File: src/rtl/wl_sfifo.sv
// wl_sfifo: single-clock FIFO with arbitrary depth, occupancy counter and threshold flags.
// Define WL_SFIFO_FWFT_EN for first-word-fall-through reads; by default rdata is registered.
module wl_sfifo #(
  parameter int DW    = 16,
  parameter int H     = 12,
  parameter int AF_TH = 10,
  parameter int AE_TH = 2,
  localparam int L    = $clog2(H),
  localparam int LW   = $clog2(H + 1)
) (
  input  logic          clk,
  input  logic          rst,
  input  logic          clr,
  input  logic          we,
  input  logic [DW-1:0] wdata,
  input  logic          re,
  output logic [DW-1:0] rdata,
  output logic          rvalid,
  output logic          wfull,
  output logic          rempty,
  output logic          awfull,
  output logic          arempty,
  output logic          overflow,
  output logic          underflow,
  output logic [LW-1:0] level
);

  localparam logic [L-1:0]  PTR_LAST = L'(H - 1);
  localparam logic [LW-1:0] DEPTH    = LW'(H);
  localparam logic [LW-1:0] AF_LVL   = LW'(AF_TH);
  localparam logic [LW-1:0] AE_LVL   = LW'(AE_TH);

  logic [DW-1:0] mem [H];
  logic [L-1:0]  wptr;
  logic [L-1:0]  rptr;
  logic          wa;
  logic          ra;
  logic [LW-1:0] level_next;

  // Depth need not be a power of two, so wrap on an explicit compare.
  function automatic logic [L-1:0] ptr_inc(input logic [L-1:0] p);
    return (p == PTR_LAST) ? '0 : p + L'(1);
  endfunction

  // Gating uses the registered flags only; clr also suppresses both accepts.
  assign wa = we & ~wfull  & ~clr;
  assign ra = re & ~rempty & ~clr;

  always_comb begin
    level_next = level;
    case ({wa, ra})
      2'b10:   level_next = level + LW'(1);
      2'b01:   level_next = level - LW'(1);
      default: level_next = level;
    endcase
  end

  always_ff @(posedge clk or posedge rst) begin
    if (rst) begin
      wptr      <= '0;
      rptr      <= '0;
      level     <= '0;
      wfull     <= 1'b0;
      rempty    <= 1'b1;
      awfull    <= 1'b0;
      arempty   <= 1'b1;
      overflow  <= 1'b0;
      underflow <= 1'b0;
    end else if (clr) begin
      wptr      <= '0;
      rptr      <= '0;
      level     <= '0;
      wfull     <= 1'b0;
      rempty    <= 1'b1;
      awfull    <= 1'b0;
      arempty   <= 1'b1;
      overflow  <= 1'b0;
      underflow <= 1'b0;
    end else begin
      if (wa) wptr <= ptr_inc(wptr);
      if (ra) rptr <= ptr_inc(rptr);
      level     <= level_next;
      wfull     <= (level_next == DEPTH);
      rempty    <= (level_next == '0);
      awfull    <= (level_next >= AF_LVL);
      arempty   <= (level_next <= AE_LVL);
      overflow  <= we & wfull;
      underflow <= re & rempty;
    end
  end

  // Storage is deliberately left out of reset and clear.
  always_ff @(posedge clk) begin
    if (wa) mem[wptr] <= wdata;
  end

`ifdef WL_SFIFO_FWFT_EN
  assign rdata  = mem[rptr];
  assign rvalid = ~rempty;
`else
  always_ff @(posedge clk or posedge rst) begin
    if (rst) begin
      rdata  <= '0;
      rvalid <= 1'b0;
    end else if (clr) begin
      rdata  <= '0;
      rvalid <= 1'b0;
    end else begin
      rvalid <= ra;
      if (ra) rdata <= mem[rptr];
    end
  end
`endif

endmodule

File: config.mk
export PLATFORM = sky130hd
export DESIGN_NAME = wl_sfifo
export DESIGN_NICKNAME = d
export VERILOG_FILES = /design/src/rtl/wl_sfifo.sv
export SDC_FILE = /design/constraint.sdc
export NUM_CORES = 1
export LEC_CHECK = 0
export BUFFER_PORTS_ARGS = -buffer_cell sky130_fd_sc_hd__buf_2
export CAP_MARGIN = 5
export CORE_ASPECT_RATIO = 0.75
export CORE_MARGIN = 1.5
export CORE_UTILIZATION = 35
export CTS_CLUSTER_DIAMETER = 200
export DETAILED_ROUTE_END_ITERATION = 7
export GPL_TIMING_DRIVEN = 0
export PLACE_DENSITY = 0.63
export SLEW_MARGIN = 30
export SYNTH_ARGS = -nofsm -noshare
export SYNTH_HDL_FRONTEND = slang
export SYNTH_SLANG_ARGS = --single-unit
File: constraint.sdc
create_clock -name clk -period 3.98 [get_ports clk]
set_input_delay 0.199 -clock clk [delete_from_list [all_inputs] [get_ports clk]]
set_output_delay 0.199 -clock clk [all_outputs]
set_load 0.02 [all_outputs]
# == Yosys cells after proc, flatten, opt, wreduce, memory -nomap -nowiden ==
# Memory sizes are Yosys's and may differ from the RTL's.
# Index checks and enable logic that the tools add are counted.
# word_totals
regBits,35
ramBits,192
wordCells,54
memories,1
# op_classes
n_addsub,4
n_lt_le_gt_ge,2
eq_ne,5
muxes,19
n_bitwise,9
reduce_logical,3
# memory_table
name,depth,width,rd,rd_clocked_by_memory_dff,wr,line,text
mem,12,16,1,0,1,33,logic [DW-1:0] mem [H];
# ops
operator,count
$mux 16,2
$mux 4,7
$add 4x1->4 const B,3
$eq 4x4->1 const B,3
$mux 1,9
$pmux 4 s2,1
$and 1x1->1,6
$ge 4x4->1 const B,1
$le 4x2->1 const B,1
$logic_not 4->1,1
$reduce_bool 2->1,2
$sub 4x1->4 const B,1
$not 1->1,3
$eq 2x1->1 const B,1
$eq 2x2->1 const B,1

# == Longest topological paths before layout ==
# Gate-level depths: netlist (run 1).
# depth
ltp_word,7
depth_mapped,12

# == Worst setup path before layout (run 1) ==
# OpenSTA, ideal clock, no wires.
# synth_timing
path_type,register to register
from,register wfull
to,"memory mem[3][0], enable pin"
setup_ps,430
arrival_ps,2670
setup_slack_ps,880
stages_incl_launch_ff,6
period_less_slack_ps,3100
path_cell_list,dfrtp_1 nand2b_1 buf_2 or2_1 buf_6 nor4_1
# synth_via
elab_chain_cells,5
# synth_lines
item,line,text
start: declaration,19,"output logic wfull,"
start signal: assignment,83,wfull <= (level_next == DEPTH);
$not 1->1,46,assign wa = we & ~wfull & ~clr;
$and 1x1->1 (2 in a row),46,
$mux 1,94,if (wa) mem[wptr] <= wdata;
$mux 1 (not written as such),94,
end: declaration,33,
# Every way passes these cells.

# == Final worst setup path (run 1) ==
# layout_timing
from,register wfull
to,register wfull
# layout_via
elab_chain_cells,7
elab_cells_between_ends,8
cone_classes,eq/ne (3); mux (2); bitwise (3)
# layout_lines
item,line,text
$not 1->1 (*),46,
$and 1x1->1 (*) (2 in a row),46,
$eq 2x1->1 or $eq 2x2->1 (tied branches),51,"case ({wa, ra})"
$pmux 4 s2 (*),51,
$eq 4x4->1 (*),83,
$mux 1 (*),69,end else if (clr) begin
# Mark *: on every way between the ends. The rest lies on a longest branch, timed or not.
# A chain may end at the register's enable or synchronous reset.

==> results.txt, run 1 <==
Die height = 141 µm
Final #Nets = 556
Fin crit share = 0.679
Crit start category = flip-flop
Post-CTS setup buffer count = 0
Initial antenna violation count = 1
Gpl congestion = 0.730
Mapped Cells = 445
Area Overhead vs Synth = 17.2%
Cts bufs inserted = 22
CP endpoint kind = flip-flop
Mean post-synth cell area = 20.0 µm²
Slew margin rel. = 0.362
Total gr overflow = 0
First-pass GRT wire length = 27.4 mm
Worst-path fanout max = 8
TritonCTS clock tree = done
Pre-antenna DRT Iters = 5
Layout cells sized above 1 = 0.328
Final Hold Vio Count = 0
Initial core utilization = 0.357
Residual DRC count = 0
Async SR Flop Fraction = 0.154
Fmax = 0.370 GHz
Cell Area, Placed = 9680 µm²
Final-report max-slew violation count = 0
R2R Setup Slk = 1280 ps
Fill cell count = 2224
Clk root buf = clkbuf_16
Largest delay share family, worst path = simple AND/OR/NAND/NOR gates
Die area = 26500 µm²
Clock latency on the worst-skew pair = 500 ps
Worst Skew = 7.26 ps
Inst Count DP = 838
Number of global-route vias before repair = 4474
Buffers & Inverters on Critical Path = 2
YS warnings = 0
Max_cap viols = 0
Commonest non-fill, non-tap cell in the layout = edfxtp_1
Core box area = 25000 µm²
Syn Nets = 474
Static leakage = 3.54 nW
DRT antenna net count = 0
Routed WL per cell = 20.8 µm
Clock Sinks = 227
Critical path startpoint = wfull$_DFF_PP0_
Critical Path AT = 3080 ps
Ports = 48
Post-route cell area = 10500 µm²
Fin cells = 881
GRT Resource Usage Total = 0.140
Worst Path Class, Setup = reg -> reg
Detailed-route via count = 4383
Pin count of the biggest net entering global routing = 22
Hold crit path type = in -> reg
RSZ-0062 raised after global routing = no
Slowest Stage Delay on Critical Path = 380 ps
Port Buffers = 46
Post-synth EDFFs = 192
Fin crit period = 2700 ps
Critical Path RT = 4360 ps
Mapped Area = 8920 µm²
Cell Pwr Density = 500 nW/µm²
Status = completed
RR Startpoint = wfull$_DFF_PP0_
Register area share after synthesis = 0.745
Die W = 187 µm
Detailed Route Iter0 Violations = 429
H-tree levels = 1
Peak supply drop = 0.328 mV
Synth unique cells = 42
Crit-path slowest cell = dfrtp_1
Final wirelength = 18.3 mm
DR vias/cell = 4.98
Worst-path clk slew = 60 ps
Hold_sp = clr
Final setup fails = 0
Maximum root-to-sink buffer count = 3
Top FF cell, synth = edfxtp_1
CP cell instances = nand2b_1, buf_2, or2_1, buf_6, ha_1, xor2_1, ha_1, a21oi_1, xnor2_1, nand2b_1, mux2i_2, nor3_1
Synthesized flop and latch total = 227
Most used cells in the layout excluding fill and tap cells = 192 x edfxtp_1, 61 x buf_2, 48 x mux4_2, 33 x dfrtp_1, 23 x clkbuf_16
DP HPWL = 12.0 mm
Std cell rows = 50
Actual slew at the worst max-slew pin = 956 ps
## cells in the mapped netlist, types with 6 or more instances
cell type,n,share of area
o21ai_1,16,0.0090
mux4_2,48,0.12
buf_2,9,0.0050
nand2_1,8,0.0034
edfxtp_1,192,0.65
a21oi_1,7,0.0039
dfrtp_1,33,0.093
and2_1,12,0.0084
buf_6,8,0.010
o21ai_0,6,0.0034
ha_1,8,0.011
a22oi_1,16,0.013
nor2_1,12,0.0050
inv_1,7,0.0029
mux2i_1,18,0.020
## final cells by class
class                   count  area, µm²  share of cell area
clock inverters            11        111              0.0107
repair buffers             58        348              0.0333
diodes                      1       2.50            0.000239
inverters                   7       26.3             0.00251
flip-flops and latches    227       6640               0.636
clock buffers              28        624              0.0597
plain buffers              24        173              0.0165
multi-input cells         187       2100               0.201
well taps                 338        423              0.0405
## state kept, by name (all words and copies together), names as in the netlist
| name | flops |
|---|---|
| rptr | 4 |
| underflow | 1 |
| level | 4 |
| rvalid | 1 |
| wfull | 1 |
| awfull | 1 |
| wptr | 4 |
| rdata | 16 |
| rempty | 1 |
| arempty | 1 |
| mem | 192 |
| overflow | 1 |
## layer usage
layer | wire [µm] | global-route usage | vias up
li1 | - | - | 1949
met1 | 8370 | 0.198 | 2293
met2 | 8680 | 0.229 | 116
met3 | 994 | 0.0262 | 25
met4 | 282 | 0.0267 | 0
met5 | 0 | 0 | -
## what timing repair did
item | 4_1_cts | 5_1_grt
hold buffers | 3 | 0
setup endpoints to repair | 0 | 0
gates resized for setup | 0 | 0
endpoints found under the hold margin | 16 | 0
## power breakdown
| group | switching [mW] | total, mW | internal (mW) |
|---|---|---|---|
| combinational | 0.258 | 0.465 | 0.207 |
| clock | 0.860 | 2.10 | 1.24 |
| sequential | 0.0293 | 2.66 | 2.63 |
## per-stage QoR
stage	TNS [ps]	utilization	hold WS, ps	setup WS [ps]	total power [mW]
6_report	0	0.418	19.3	1280	5.23
5_1_grt	0	0.418	24.1	1120	5.39
4_1_cts	0	0.418	8.67	1290	5.27
3_5_place_dp	0	0.387	251	1300	3.18
3_3_place_gp	-24560	0.383	445	-779	3.16
2_1_floorplan	0	-	298	880	3.03
## worst reg2reg max path: stages, from the launching register on
cell      delay, ps
dfrtp_1         380
nand2b_1        140
buf_2           160
or2_1           220
buf_6           140
ha_1            260
xor2_1          200
ha_1            200
a21oi_1         150
xnor2_1         140
nand2b_1        100
mux2i_2         200
nor3_1          290
## cells by family after synthesis
group | share of synthesized area
buffers and inverters | 0.0223
AND/OR/NAND/NOR | 0.0356
AO/OA/AOI/OAI | 0.0383
flip-flops | 0.745
multiplexers | 0.143
adder cells (fa/ha/maj) | 0.0112
XOR/XNOR | 0.00491
## path summary, 6_finish.rpt
| check | endpoint | depth (start not counted) |
|---|---|---|
| setup / recovery | wfull$_DFF_PP0_ | 12 |
| max in group asynchronous | arempty$_DFF_PP1_ | 4 |
| hold / removal | rvalid$_DFF_PP0_ | 2 |
| min in group asynchronous | rdata[14]$_DFFE_PP0P_ | 3 |
| hold reg to reg | overflow$_DFF_PP0_ | 2 |
| setup reg to reg | wfull$_DFF_PP0_ | 12 |
Note: power is estimated with default switching activity, not from simulation.
==> inputs of run 2 (changes only) <==
Settings changed: ABC_AREA from default to 1, PLACE_DENSITY 0.63 to 0.64.
Clock period 3.98 ns to 2.3 ns, I/O delays scaled along.
==> run 2 against run 1 <==
  * Global-route usage grew 4.2 points
  * Synthesized cell count grew 72%
  * Critical endpoint is now rempty$_DFF_PP1_
  * Utilization grew 1.4 points
  * First-iteration DRC count rose by 110%
  * Largest cell class unchanged
  * Non-clock buffer count is 49 higher
  * Combinational power grew to 3.8 times the previous value
  * Clock power is 82% higher
  * Die area is 2.5% higher
  * Flip-flop and latch count unchanged
==> results.txt, run 2 <==
Status = completed
Commonest cells post-synth = 192 x edfxtp_1, 155 x nor2_1, 88 x nand2_1, 88 x o21ai_0, 35 x o21ai_1
Area of the multi-input gates = 2290 µm² (+9.2%)
Syn Nets = 794 (+68%)
Sw Ratio = 0.280 (+0.0601)
Worst-path clk slew = 70 ps (about the same)
Residual DRC count = 0 (unchanged)
Hold crit path type = in -> async
Pre-antenna DRT Iters = 7 (+2)
Clock latency on the worst-skew pair = 520 ps (+20 ps)
RSZ-0062 raised after global routing = no
DP HPWL = 16.2 mm (+35%)
Initial antenna violation count = 0 (-1)
Synth unique cells = 32 (-24%)
Critical Path AT = 2610 ps (-470 ps)
Final-report max-slew violation count = 0 (unchanged)
Top cell type's share of synthesized area = 0.630 (-0.0158)
Critical Path RT = 2770 ps (-1590 ps)
Most common cell in the netlist = edfxtp_1
Mapped Cells = 765 (+72%)
Register area share after synthesis = 0.727 (-0.0182)
Final #Nets = 912 (+64%)
Fill cell count = 2390 (+7.5%)
Peak supply drop = 0.501 mV (+53%)
Cts bufs inserted = 23 (+4.5%)
Die W = 190 µm (+1.2%)
Number of diodes = 0 (-1)
Die height = 143 µm (+1.2%)
Final wirelength = 24.1 mm (+32%)
Fin crit period = 2140 ps (-560 ps)
Die area = 27100 µm² (+2.5%)
Largest regs = mem: 192 flops, rdata: 16 flops
Pin count of the biggest net entering global routing = 21 (-4.5%)
Clock network fraction of total power = 0.370 (-0.032)
Worst Skew = 10.9 ps (+3.62 ps)
Part of the power in registers = 0.457 (-0.052)
Max reg flops = 192 (unchanged)
DRT antenna net count = 0 (unchanged)
Std cell rows = 51 (+2.0%)
Core box area = 25800 µm² (+3.3%)
Worst-path fanout max = 11 (+3)
Post-synth top area cell = edfxtp_1
Detailed Route Iter0 Violations = 910 (+110%)
Setup ws final = 159 ps (-1120 ps)
First-pass GRT wire length = 36.5 mm (+33%)
Total power draw = 10.3 mW (+98%)
Routed WL per cell = 19.4 µm (-6.8%)
Detailed-route via count = 6326 (+44%)
Initial core utilization = 0.354 (-0.00264)
Internal = 7.44 mW (+82%)
YS warnings = 0 (unchanged)
Total gr overflow = 0 (unchanged)
Actual slew at the worst max-slew pin = 794 ps (-163 ps)
Post-synth EDFFs = 192 (unchanged)
DR vias/cell = 5.09 (+2.2%)
TritonCTS clock tree = done
Synthesized flop and latch total = 227 (unchanged)
Combinational share of power = 0.172 (+0.083)
Worst Path Class, Setup = reg -> reg
Static leakage = 4.19 nW (+18%)
Layout cells sized above 1 = 0.180 (-0.148)
Final Hold Vio Count = 0 (unchanged)
Gpl congestion = 0.833 (+14%)
Sw power = 2.89 mW (+150%)
Async SR Flop Fraction = 0.154 (unchanged)
Ports = 48 (unchanged)
Area Overhead vs Synth = 22.1%
Cell Pwr Density = 925 nW/µm² (+85%)
CP endpoint kind = flip-flop
GRT Resource Usage Total = 0.182 (+0.0417)
Max_cap viols = 0 (unchanged)
Slew margin rel. = 0.471 (+0.108)
Mean post-synth cell area = 12.0 µm² (-40%)
Biggest register = mem
Setup TNS = 0 ps (unchanged)
Setup Slack @ Placement = -563 ps (-1870 ps)
Mapped Area = 9150 µm² (+2.5%)
Crit start category = flip-flop
Synth area leaders = edfxtp_1 63%, dfrtp_1 9.0%, nor2_1 6.4%
Commonest non-fill, non-tap cell in the layout = edfxtp_1
H-tree levels = 1 (unchanged)
Number of global-route vias before repair = 5991 (+34%)
Fin crit share = 0.931 (+0.252)
Maximum root-to-sink buffer count = 3 (unchanged)
Port Buffers = 46 (unchanged)
Top FF cell, synth = edfxtp_1
Reg area = 6640 µm² (unchanged)
Most used cells in the layout excluding fill and tap cells = 192 x edfxtp_1, 149 x nor2_1, 88 x o21ai_0, 83 x nand2_1, 60 x buf_2
Clock Sinks = 227 (unchanged)
Final setup fails = 0 (unchanged)
Fmax = 0.467 GHz (+26%)
Clk root buf = clkbuf_16
## run 2: area by class of cell
type                            count  area share
Clock buffer                       31      0.0569
Inverter                           36      0.0123
Sequential cell                   227       0.595
Timing Repair Buffer               94      0.0606
Tap cell                          344      0.0386
Buffer                             37      0.0189
Multi-Input combinational cell    464       0.206
Clock inverter                     11      0.0119
## run 2: per-stage QoR
stage,utilization,instances,hold slack [ps],area (µm²)
after floorplan,-,765,214,9150
after global routing,0.432,1244,200,11200
after global placement,0.380,1155,350,9810
after CTS,0.429,1241,164,11100
after detailed placement,0.389,1175,163,10100
final,0.432,1244,159,11200
## run 2: final timing paths
kind                                        end  depth (start not counted)            startpoint  slack (ps)
setup / recovery               rempty$_DFF_PP1_                         18       wfull$_DFF_PP0_         160
max in group asynchronous     arempty$_DFF_PP1_                          4                   rst        1600
hold / removal             rdata[5]$_DFFE_PP0P_                          3                   rst         160
hold reg to reg            rdata[4]$_DFFE_PP0P_                          2  rdata[4]$_DFFE_PP0P_         480
min in group clk               rvalid$_DFF_PP0_                          4                    re         450
setup reg to reg               rempty$_DFF_PP1_                         18       wfull$_DFF_PP0_         160
## run 2: timing repair
action	4_1_cts	5_1_grt
hold buffers	22	0
setup endpoints to repair	71	6
setup buffers	2	4
gates resized for setup	8	14
pin swaps	2	5
hold endpoints to repair	231	0
## run 2: cells by family after synthesis
group | synth area share
simple gates | 0.125
flops | 0.727
compound gates | 0.0958
buf+inv | 0.0369
fa+ha+maj | 0.0109
xor+xnor | 0.00479
## run 2: power groups by stage
stage / clock (mW) / sequential, mW / combinational [mW]
finish: 3.82 / 4.72 / 1.78
global route: 4.02 / 4.73 / 1.96
CTS: 3.87 / 4.71 / 1.74
detailed placement: 0 / 4.80 / 1.68
global placement: 0 / 4.80 / 1.62
floorplan: 0 / 4.91 / 0.895
## run 2: per-layer routing
metal,vias up,GRT usage,routed length (µm)
li1,2929,-,-
met1,3054,0.284,11500
met2,304,0.265,9930
met3,39,0.0273,2160
met4,0,0.0422,478
met5,-,0,0
## run 2: worst max-delay path: stages, from the launching register on
cell	delay, ps
dfrtp_1	400
inv_2	80
nand2_4	60
nor2_4	110
inv_2	70
buf_12	150
ha_4	180
nor2_2	110
nor2_2	60
ha_4	150
a21oi_2	120
inv_1	50
nand2_1	60
nand3_1	80
nand2_2	110
nand2_1	70
nor2_1	120
nand2_1	60
inv_1	50
==> inputs of run 3 (changes only) <==
Settings changed: CORE_UTILIZATION 35 to 50, PLACE_DENSITY 0.64 to 0.82, RECOVER_POWER from default to 50.
==> run 3 against run 2 <==
  * First-iteration DRC count down 17%
  * Non-clock buffer count rose by 2
  * Hold slack improved by 41 ps
  * Wire length decreased by 6.7%
  * Worst setup slack worse by 100 ps
  * Critical path type unchanged
  * Critical endpoint unchanged
  * Highest routed layer unchanged
==> results.txt, run 3 (synthesis gave the netlist of run 2 again) <==
Number of diodes = 0 (unchanged)
Cell Pwr Density = 902 nW/µm² (-2.5%)
Critical Path RT = 2750 ps (-20 ps)
Worst-path fanout max = 8 (-3)
Setup Slack @ Placement = -519 ps (+43.5 ps)
Critical path startpoint = wfull$_DFF_PP0_
First-pass GRT wire length = 34.0 mm (-6.8%)
Hold_sp = wdata[5]
Die W = 159 µm (-16%)
Fmax = 0.446 GHz (-4.5%)
GRT Resource Usage Total = 0.236 (+0.0542)
Hold slack = 200 ps (+41.1 ps)
Static leakage = 4.05 nW (-3.4%)
Crit start category = flip-flop
Max_cap viols = 0 (unchanged)
R2R Setup Slk = 60 ps (-100 ps)
Largest regs = mem: 192 flops, rdata: 16 flops
Post-route cell area = 10900 µm² (-2.7%)
Commonest non-fill, non-tap cell in the layout = edfxtp_1
Max reg flops = 192 (unchanged)
Status = completed
Peak supply drop = 0.516 mV (+3.1%)
Setup ws final = 57.9 ps (-101 ps)
Core box area = 17800 µm² (-31%)
Biggest register = mem
Cts bufs inserted = 23 (unchanged)
Critical Path AT = 2690 ps (+80 ps)
Routed WL per cell = 19.7 µm (+1.7%)
Internal = 7.00 mW (-5.9%)
RR Startpoint = wfull$_DFF_PP0_
Cell Area, Placed = 9880 µm² (-1.7%)
Clock Sinks = 227 (unchanged)
Actual slew at the worst max-slew pin = 1410 ps (+618 ps)
Final Util = 0.612 (+0.180)
Crit-path slowest cell = dfrtp_1
H-tree levels = 1 (unchanged)
Gpl congestion = 0.843 (+1.2%)
Sw power = 2.80 mW (-3.0%)
DRT antenna net count = 0 (unchanged)
Slew margin rel. = 0.0576 (-0.413)
Worst Skew = 19.6 ps (+8.75 ps)
Number of global-route vias before repair = 6148 (+2.6%)
Port Buffers = 46 (unchanged)
Pin count of the biggest net entering global routing = 36 (+71%)
Worst-path clk slew = 60 ps (about the same)
Total gr overflow = 0 (unchanged)
Layout cells sized above 1 = 0.149 (-0.0311)
Final #Nets = 914 (+0.22%)
Slowest Stage Delay on Critical Path = 380 ps (-20 ps)
Combinational share of power = 0.180 (+0.008)
Die area = 19100 µm² (-29%)
Fin crit period = 2240 ps (+101 ps)
Final Hold Vio Count = 0 (unchanged)
Area Overhead vs Synth = 18.8%
Std cell rows = 42 (-18%)
Maximum root-to-sink buffer count = 3 (unchanged)
Worst Path Class, Setup = reg -> reg
Most used cells in the layout excluding fill and tap cells = 192 x edfxtp_1, 147 x nor2_1, 88 x o21ai_0, 85 x nand2_1, 45 x clkbuf_1
Part of the power in registers = 0.481 (+0.024)
Residual DRC count = 0 (unchanged)
Initial core utilization = 0.515 (+0.161)
Final wirelength = 22.5 mm (-6.7%)
Detailed Route Iter0 Violations = 755 (-17%)
DR vias/cell = 5.67 (+11%)
Die height = 120 µm (-16%)
Total power draw = 9.80 mW (-5.1%)
Clock latency on the worst-skew pair = 510 ps (about the same)
CP endpoint kind = flip-flop
TritonCTS clock tree = done
Clock network fraction of total power = 0.339 (-0.031)
Pre-antenna DRT Iters = 5 (-2)
Detailed-route via count = 6470 (+2.3%)
Sw Ratio = 0.286 (+0.00611)
Final-report max-slew violation count = 0 (unchanged)
Fin crit share = 0.975 (+0.0439)
Hold crit path type = in -> reg
DP HPWL = 14.4 mm (-11%)
Initial antenna violation count = 1 (+1)
Final setup fails = 0 (unchanged)
Most frequent CP cell = nand2_1
Ports = 48 (unchanged)
Clk root buf = clkbuf_16
CP cell instances = inv_2, nand2_2, nor2_4, inv_2, buf_12, ha_4, nand2_1, inv_1, nor2_2, ha_2, nand2_1, nand2_1, nand2_1, nand2_1, nor2_2, nand2_1, inv_1
-- run 3: layout make-up --
| type | instances | area (µm²) |
|---|---|---|
| clock buffers | 29 | 608 |
| clock inverters | 11 | 48.8 |
| flip-flops and latches | 227 | 6640 |
| multi-input cells | 464 | 2270 |
| fillers | 1342 | 6900 |
| plain buffers | 37 | 211 |
| inverters | 36 | 138 |
| well taps | 242 | 303 |
| repair buffers | 96 | 641 |
-- run 3: worst max-delay path, delay by kind of cell (launching register included) --
family | cells | cell delay [ps]
simple gates | 10 | 960
fa+ha+maj | 2 | 450
buf+inv | 5 | 390
flops | 1 | 380
-- run 3: path summary, 6_finish.rpt --
| kind | endpoint | cells past startpoint |
|---|---|---|
| max | rempty$_DFF_PP1_ | 17 |
| min | mem[9][5]$_DFFE_PP_ | 1 |
| max reg2reg | rempty$_DFF_PP1_ | 17 |
| min reg2reg | rdata[12]$_DFFE_PP0P_ | 2 |
| max in group asynchronous | wptr[1]$_DFFE_PP0P_ | 3 |
| min in group asynchronous | level[2]$_DFF_PP0_ | 3 |
-- run 3: power by group through the flow --
stage	Sequential, mW	Combinational, mW	Clock, mW
after floorplan	4.91	0.895	0
after global placement	4.79	1.56	0
after detailed placement	4.79	1.61	0
after CTS	4.71	1.70	3.33
after global routing	4.73	1.91	3.49
final	4.71	1.77	3.32
-- run 3: metal layers --
metal	GRT usage	vias to the layer above	part of all wire
li1	-	2926	-
met1	0.339	3098	0.40
met2	0.356	388	0.45
met3	0.0601	58	0.13
met4	0.0708	0	0.026
met5	0	-	0
-- run 3: repair_timing --
action | 4_1_cts | 5_1_grt
hold buffers | 21 | 0
pin swaps | 3 | 4
endpoints found under the hold margin | 210 | 0
setup buffers | 2 | 9
setup endpoints to repair | 39 | 4
gates resized for setup | 13 | 9
-- run 3: through the flow --
step                      setup TNS (ps)  instances
final                                  0       1142
after global routing                -114       1142
after CTS                              0       1134
after detailed placement           -4180       1071
after global placement           -148190       1053
after floorplan                   -38120        765
